===== config.mk =====
export PLATFORM = sky130hd
export DESIGN_NAME = eu_sequencer_flat
export DESIGN_NICKNAME = d
export VERILOG_FILES = /design/src/rtl/eu_sequencer_if.sv /design/src/rtl/eu_sequencer.sv /design/src/flat_wrapper.sv
export SDC_FILE = /design/constraint.sdc
export NUM_CORES = 1
export LEC_CHECK = 0
export ABC_AREA = 1
export CAP_MARGIN = 25
export CELL_PAD_IN_SITES_DETAIL_PLACEMENT = 0
export CELL_PAD_IN_SITES_GLOBAL_PLACEMENT = 1
export CORE_UTILIZATION = 34
export DETAILED_ROUTE_END_ITERATION = 16
export GPL_ROUTABILITY_DRIVEN = 0
export PLACE_DENSITY = 0.79
export SLEW_MARGIN = 40
export SYNTH_ARGS = -nofsm -noshare
export SYNTH_HDL_FRONTEND = slang
export SYNTH_SLANG_ARGS = --single-unit
export TNS_END_PERCENT = 100

===== constraint.sdc =====
create_clock -name clk -period 1.2 [get_ports clk]
set_input_delay 0.24 -clock clk [delete_from_list [all_inputs] [get_ports clk]]
set_output_delay 0.24 -clock clk [all_outputs]
set_load 0.03 [all_outputs]

===== src/rtl/eu_sequencer_if.sv =====
// Instruction-fetch and execution-unit bus between eu_sequencer (master)
// and the instruction memory / execution unit (slave).
interface eu_sequencer_if #(parameter int PC_W = 8);
  logic [PC_W-1:0] pc;
  logic            instr_req;
  logic            instr_valid;
  logic [15:0]     instr;
  logic [4:0]      fl;
  logic [3:0]      opcode;
  logic [3:0]      a;
  logic [3:0]      b;
  logic [3:0]      c;
  logic [3:0]      address;
  logic            read_enable;
  logic            write_enable;
  logic [1:0]      en;
  logic            busy;
  logic            halted;
  logic            illegal;

  modport master (
    output pc, instr_req, opcode, a, b, c, address,
           read_enable, write_enable, en, busy, halted, illegal,
    input  instr_valid, instr, fl
  );

  modport slave (
    input  pc, instr_req, opcode, a, b, c, address,
           read_enable, write_enable, en, busy, halted, illegal,
    output instr_valid, instr, fl
  );
endinterface


===== src/rtl/eu_sequencer.sv =====
// Fetch/decode sequencer feeding the execution unit; resolves BZ and HALT
// locally and issues ALU / LOAD / STORE one instruction at a time.
module eu_sequencer #(
  parameter int PC_W        = 8,
  parameter int EXEC_CYCLES = 2,
  parameter int NUM_REGS    = 6
) (
  input  logic           clk,
  input  logic           rst_n,
  input  logic           start,
  eu_sequencer_if.master bus
);

  typedef enum logic [2:0] {
    S_IDLE, S_FETCH, S_DECODE, S_EXEC, S_MEM, S_HALTED
  } state_t;

  // Every visible output lives in this one registered record.
  typedef struct packed {
    logic [PC_W-1:0] pc;
    logic            instr_req;
    logic [3:0]      opcode;
    logic [3:0]      a;
    logic [3:0]      b;
    logic [3:0]      c;
    logic [3:0]      address;
    logic            re;
    logic            we;
    logic [1:0]      en;
    logic            busy;
    logic            halted;
    logic            illegal;
  } out_t;

  localparam logic [3:0] MAX_REG   = 4'(NUM_REGS - 1);
  localparam logic [3:0] EXEC_LAST = 4'(EXEC_CYCLES);
  localparam logic [1:0] EN_ALU    = 2'b00;
  localparam logic [1:0] EN_MEM    = 2'b01;
  localparam logic [1:0] EN_IDLE   = 2'b11;

  localparam out_t OUT_RST = '{
    pc: '0, instr_req: 1'b0, opcode: 4'h0, a: 4'h0, b: 4'h0, c: 4'h0,
    address: 4'h0, re: 1'b0, we: 1'b0, en: EN_IDLE, busy: 1'b0,
    halted: 1'b0, illegal: 1'b0
  };

  state_t      state_q, state_d;
  out_t        out_q, out_d;
  logic [15:0] instr_q, instr_d;
  logic [3:0]  cnt_q, cnt_d;

  logic [3:0]      op, rc, ra, rb;
  logic [PC_W-1:0] pc_inc;
  logic [PC_W-1:0] br_tgt;

  assign op     = instr_q[15:12];
  assign rc     = instr_q[11:8];
  assign ra     = instr_q[7:4];
  assign rb     = instr_q[3:0];
  assign pc_inc = out_q.pc + PC_W'(1);
  assign br_tgt = PC_W'(instr_q[7:0]);

  logic unused_fl;
  assign unused_fl = ^bus.fl[4:1];

  always_ff @(posedge clk or negedge rst_n) begin
    if (!rst_n) begin
      state_q <= S_IDLE;
      out_q   <= OUT_RST;
      instr_q <= '0;
      cnt_q   <= '0;
    end else begin
      state_q <= state_d;
      out_q   <= out_d;
      instr_q <= instr_d;
      cnt_q   <= cnt_d;
    end
  end

  always_comb begin
    state_d = state_q;
    out_d   = out_q;
    instr_d = instr_q;
    cnt_d   = cnt_q;
    case (state_q)
      S_IDLE: begin
        if (start) begin
          state_d         = S_FETCH;
          out_d.instr_req = 1'b1;
        end
      end
      S_FETCH: begin
        if (bus.instr_valid) begin
          instr_d         = bus.instr;
          out_d.instr_req = 1'b0;
          state_d         = S_DECODE;
        end
      end
      S_DECODE: begin
        if (op <= 4'hB) begin
          if (ra > MAX_REG || rb > MAX_REG || rc > MAX_REG) begin
            out_d.illegal = 1'b1;
            out_d.halted  = 1'b1;
            state_d       = S_HALTED;
          end else begin
            out_d.opcode = op;
            out_d.a      = ra;
            out_d.b      = rb;
            out_d.c      = rc;
            out_d.en     = EN_ALU;
            cnt_d        = 4'd1;
            state_d      = S_EXEC;
          end
        end else begin
          case (op)
            4'hC: begin
              out_d.pc        = bus.fl[0] ? br_tgt : pc_inc;
              out_d.instr_req = 1'b1;
              state_d         = S_FETCH;
            end
            4'hD: begin
              out_d.halted = 1'b1;
              state_d      = S_HALTED;
            end
            default: begin
              // LOAD (0xE) and STORE (0xF) share decode; only the strobe differs.
              if (rb > MAX_REG) begin
                out_d.illegal = 1'b1;
                out_d.halted  = 1'b1;
                state_d       = S_HALTED;
              end else begin
                out_d.address = rb;
                out_d.re      = (op == 4'hE);
                out_d.we      = (op == 4'hF);
                out_d.en      = EN_MEM;
                state_d       = S_MEM;
              end
            end
          endcase
        end
      end
      S_EXEC: begin
        if (cnt_q >= EXEC_LAST) begin
          out_d.pc        = pc_inc;
          out_d.en        = EN_IDLE;
          out_d.instr_req = 1'b1;
          state_d         = S_FETCH;
        end else begin
          cnt_d = cnt_q + 4'd1;
        end
      end
      S_MEM: begin
        out_d.re        = 1'b0;
        out_d.we        = 1'b0;
        out_d.en        = EN_IDLE;
        out_d.pc        = pc_inc;
        out_d.instr_req = 1'b1;
        state_d         = S_FETCH;
      end
      S_HALTED: begin
        out_d.en        = EN_IDLE;
        out_d.instr_req = 1'b0;
      end
      default: begin
        state_d = S_IDLE;
        out_d   = OUT_RST;
      end
    endcase
    // busy is registered from the state being entered, so it tracks state exactly.
    out_d.busy = !(state_d inside {S_IDLE, S_HALTED});
  end

  assign bus.pc           = out_q.pc;
  assign bus.instr_req    = out_q.instr_req;
  assign bus.opcode       = out_q.opcode;
  assign bus.a            = out_q.a;
  assign bus.b            = out_q.b;
  assign bus.c            = out_q.c;
  assign bus.address      = out_q.address;
  assign bus.read_enable  = out_q.re;
  assign bus.write_enable = out_q.we;
  assign bus.en           = out_q.en;
  assign bus.busy         = out_q.busy;
  assign bus.halted       = out_q.halted;
  assign bus.illegal      = out_q.illegal;

endmodule


===== src/flat_wrapper.sv =====
// flat-port wrapper written by rule: the top's interface ports become plain ports
module eu_sequencer_flat 
#(
  parameter int PC_W        = 8,
  parameter int EXEC_CYCLES = 2,
  parameter int NUM_REGS    = 6
)
  (clk, rst_n, start, bus_pc, bus_instr_req, bus_opcode, bus_a, bus_b, bus_c, bus_address, bus_read_enable, bus_write_enable, bus_en, bus_busy, bus_halted, bus_illegal, bus_instr_valid, bus_instr, bus_fl);
  eu_sequencer_if #(.PC_W(PC_W)) bus_i ();
  input  logic clk;
  input  logic rst_n;
  input  logic start;
  output wire logic [$bits(bus_i.pc)-1:0] bus_pc;
  output wire logic [$bits(bus_i.instr_req)-1:0] bus_instr_req;
  output wire logic [$bits(bus_i.opcode)-1:0] bus_opcode;
  output wire logic [$bits(bus_i.a)-1:0] bus_a;
  output wire logic [$bits(bus_i.b)-1:0] bus_b;
  output wire logic [$bits(bus_i.c)-1:0] bus_c;
  output wire logic [$bits(bus_i.address)-1:0] bus_address;
  output wire logic [$bits(bus_i.read_enable)-1:0] bus_read_enable;
  output wire logic [$bits(bus_i.write_enable)-1:0] bus_write_enable;
  output wire logic [$bits(bus_i.en)-1:0] bus_en;
  output wire logic [$bits(bus_i.busy)-1:0] bus_busy;
  output wire logic [$bits(bus_i.halted)-1:0] bus_halted;
  output wire logic [$bits(bus_i.illegal)-1:0] bus_illegal;
  input wire logic [$bits(bus_i.instr_valid)-1:0] bus_instr_valid;
  input wire logic [$bits(bus_i.instr)-1:0] bus_instr;
  input wire logic [$bits(bus_i.fl)-1:0] bus_fl;
  assign bus_pc = bus_i.pc;
  assign bus_instr_req = bus_i.instr_req;
  assign bus_opcode = bus_i.opcode;
  assign bus_a = bus_i.a;
  assign bus_b = bus_i.b;
  assign bus_c = bus_i.c;
  assign bus_address = bus_i.address;
  assign bus_read_enable = bus_i.read_enable;
  assign bus_write_enable = bus_i.write_enable;
  assign bus_en = bus_i.en;
  assign bus_busy = bus_i.busy;
  assign bus_halted = bus_i.halted;
  assign bus_illegal = bus_i.illegal;
  assign bus_i.instr_valid = bus_instr_valid;
  assign bus_i.instr = bus_instr;
  assign bus_i.fl = bus_fl;
  eu_sequencer #(.PC_W(PC_W), .EXEC_CYCLES(EXEC_CYCLES), .NUM_REGS(NUM_REGS)) u_core (.clk(clk), .rst_n(rst_n), .start(start), .bus(bus_i));
endmodule

==> run summary <==
Die Ht: 95.8 um
Gr ovfl total: 0
CP Data Required Time: 1480 ps
CP Capture Type: register
GR Util All Layers: 20.6%
P_leak: 2.38 nW
Rel. slew slack: 79.0%
EDFF count, synth: 0
Vias per Instance: 4.76
Clock period minus worst slack: 1410 ps
Nets: 524
Startpoint types: register
Synth warn: 0
Top delay family on crit path: flip-flops
Vias in the first global route: 2923
Worst EP arrival: 1690 ps
Failing checks: negative setup slack
Starting DRT DRC Count: 117
Worst Max-Slew Pin Slew: 315 ps
First-pass GRT wire length: 14.0 mm
FP Rows: 33
Final hold slack: 428 ps
RR Endpoint: u_core.bus.c[1]
# H-tree levels: 3
Final period util: 117%
Slowest stage cell, crit path: dfrtp_2
Placed cell area: 3990 um^2
Final core occ: 59.1%
WS Path Type: reg2reg
Worst Hold Class: in2async
Largest net degree at the start of global routing: 60
Largest stage delay, worst path: 500 ps
Clock Latency Late Sink: 350 ps
RSZ-0062 raised after global routing: true
Core area: 8380 um^2
Design Power: 11.5 mW
Worst Path Buf+Inv: 2
Clock root cell: clkbuf_8
Reg2Reg Launch Point: u_core.state_q[1]
Final Max Slew Viols: 0
MaxCap Viol Count: 0
Cell Count, Final, Fillers Out: 606
Routed WL per cell: 13.9 um
Antenna fix cells: 0
Port bufs: 56
Pre-CTS WS: -292 ps
CTS tree: built
Clock Pin Slew Worst Setup and Hold Paths: 80 ps
Flop2flop setup slack: -210 ps
Final Cell Area: 4960 um^2
Max VDD drop: 1.20 mV
Syn_area_per_cell: 8.23 um^2
Worst setup startpoint: u_core.state_q[1]
Critical-path cell list: buf_6 > nand2_8 > nor2_8 > nand3_4 > buf_12 > o21ai_2
Final Skew: 9.30 ps
Post-synthesis async set-or-reset flop share: 100%
Die area: 9190 um^2
First-pass DRT Iterations: 4
Layout cells sized above 1: 48.7%
Clk sink count: 59
PD cells: 2320 nW/um^2
DP Cell Count: 567
Max Root-Sink Buffers: 2
Critical-path maximum fanout: 7
Post-layout worst setup margin: -208 ps
Filler Cell Count: 730
Yosys reg bits: 59
Post-synthesis instance total: 364
Fin. Hold Viols: 0
Syn nets: 392
DRT Wirelength: 8.45 mm
Post-Synthesis Cell Area: 2990 um^2
CTS Buf Count: 9
Most used DFF post-synth: dfrtp_1
Top Ports: 61
Die Wd: 95.8 um
Post-detail-place hpwl: 5.49 mm
Residual DRC count: 0
Initial Util: 35.7%
Routed Antenna Nets: 0
Max Clock Freq: 0.710 GHz
Synth cell types: 34
Cells on worst reg2reg path: 6
Area grow syn2layout: 65.6%
Setup TNS: -8980 ps
Register area share after synthesis: 49.4%
Setup violators final: 62
Initial antenna violation count: 0
Outcome: finished, violations left
Via count: 2885
-- repair_timing --
action | in CTS | in global routing
endpoints found under the setup margin | 67 | 71
hold buffers | 1 | 0
hold endpoints to repair | 57 | 0
buffers inserted | 16 | 3
pin swaps | 13 | 10
gates cloned | 3 | 0
resized for setup | 110 | 50
-- per-layer routing --
layer	GRT usage, %	routed length [um]	up-vias
met2	33.3	4160	66
met4	7.21	142	0
met1	27.0	3790	1379
li1	-	-	1427
met3	4.82	357	13
met5	0	0	-
-- cell type report --
| class | count | area, um^2 | share of cell area (%) |
|---|---|---|---|
| well taps | 105 | 131 | 2.65 |
| clock buffers | 10 | 138 | 2.78 |
| multi-input cells | 254 | 1740 | 35.0 |
| inverters | 45 | 179 | 3.61 |
| repair buffers | 127 | 1210 | 24.5 |
| flip-flops and latches | 59 | 1490 | 30.0 |
| clock inverters | 6 | 72.6 | 1.46 |
-- registers in the layout, indices dropped and copies added (netlist names) --
signal,cells
u_core.bus.a,4
u_core.bus.address,4
u_core.bus.b,4
u_core.bus.busy,1
u_core.bus.c,4
u_core.bus.en,2
u_core.bus.halted,1
u_core.bus.illegal,1
u_core.bus.instr_req,1
u_core.bus.opcode,4
u_core.bus.pc,8
u_core.bus.read_enable,1
u_core.bus.write_enable,1
u_core.cnt_q,4
u_core.instr_q,16
u_core.state_q,3
-- worst max-delay path by stage --
stage / to / depth (start not counted)
finish: u_core.bus.c[1] / 6
global route: u_core.bus.instr_req / 9
CTS: u_core.cnt_q[2] / 7
detailed placement: u_core.instr_q[5] / 5
global placement: u_core.instr_q[5] / 5
floorplan: u_core.bus.halted / 9
-- kinds of logic (layout without fill, tap and decap cells) --
kind of cell             Yosys count  count (layout)  share of synthesized area, %
AO/OA/AOI/OAI                     59              59                          11.6
XOR/XNOR                           3               3                         0.878
adder cells (fa/ha/maj)            3               3                          1.25
buffers and inverters             53             188                          8.27
flip-flops                        59              59                          49.4
multiplexers                       3               3                          1.38
AND/OR/NAND/NOR                  184             186                          27.2
-- cells in the final DEF (no fill, tap or decap), types with 2 or more instances in the layout --
master	netlist	routed
inv_2	4	5
nand2_2	4	20
nor2_4	1	24
buf_4	2	68
a21oi_2	10	12
clkbuf_8	0	10
a21oi_1	8	5
dfstp_2	2	2
nand2_8	0	3
nor2_2	1	4
dfrtp_1	57	50
clkinv_4	0	2
dfrtp_2	0	7
buf_6	5	31
mux2_4	2	3
buf_12	0	6
xor2_1	2	2
inv_6	0	2
inv_4	1	4
nor2_1	38	13
nand2_1	109	89
nand3_1	17	12
o21ai_2	1	16
inv_1	39	35
o21ai_0	19	5
o21bai_1	3	3
nand2_4	2	4
ha_4	0	2
nand4_1	4	4
nand3_4	1	4
clkdlybuf4s50_1	0	19
o21ai_1	17	15
nand3_2	4	6
-- power by group --
group	switching (mW)	total (mW)	internal, mW
Combinational	3.55	6.42	2.87
Sequential	0.512	3.15	2.63
Clock	0.904	1.94	1.04
-- worst min-delay path, cell delays in order --
cell,delay [ps]
dlygate4sd3_1,530
buf_2,120
buf_12,290
-- cell usage after synthesis, types with 2 or more instances --
| library cell | count | share of area, % |
|---|---|---|
| inv_1 | 39 | 4.9 |
| nand2_4 | 2 | 0.75 |
| buf_6 | 5 | 1.9 |
| nand2_2 | 4 | 0.84 |
| a21oi_1 | 8 | 1.3 |
| o21ai_0 | 19 | 3.2 |
| buf_4 | 2 | 0.50 |
| nand3_2 | 4 | 1.3 |
| inv_2 | 4 | 0.50 |
| o21ai_1 | 17 | 2.8 |
| nand3_1 | 17 | 2.8 |
| dfrtp_1 | 57 | 48 |
| mux2_4 | 2 | 1.0 |
| nor2_1 | 38 | 4.8 |
| o21bai_1 | 3 | 0.75 |
| dfstp_2 | 2 | 1.8 |
| xor2_1 | 2 | 0.59 |
| a21oi_2 | 10 | 2.9 |
| nand4_1 | 4 | 0.84 |
| ha_1 | 3 | 1.3 |
| nand2_1 | 109 | 14 |
Note: power is estimated with default switching activity, not from simulation.
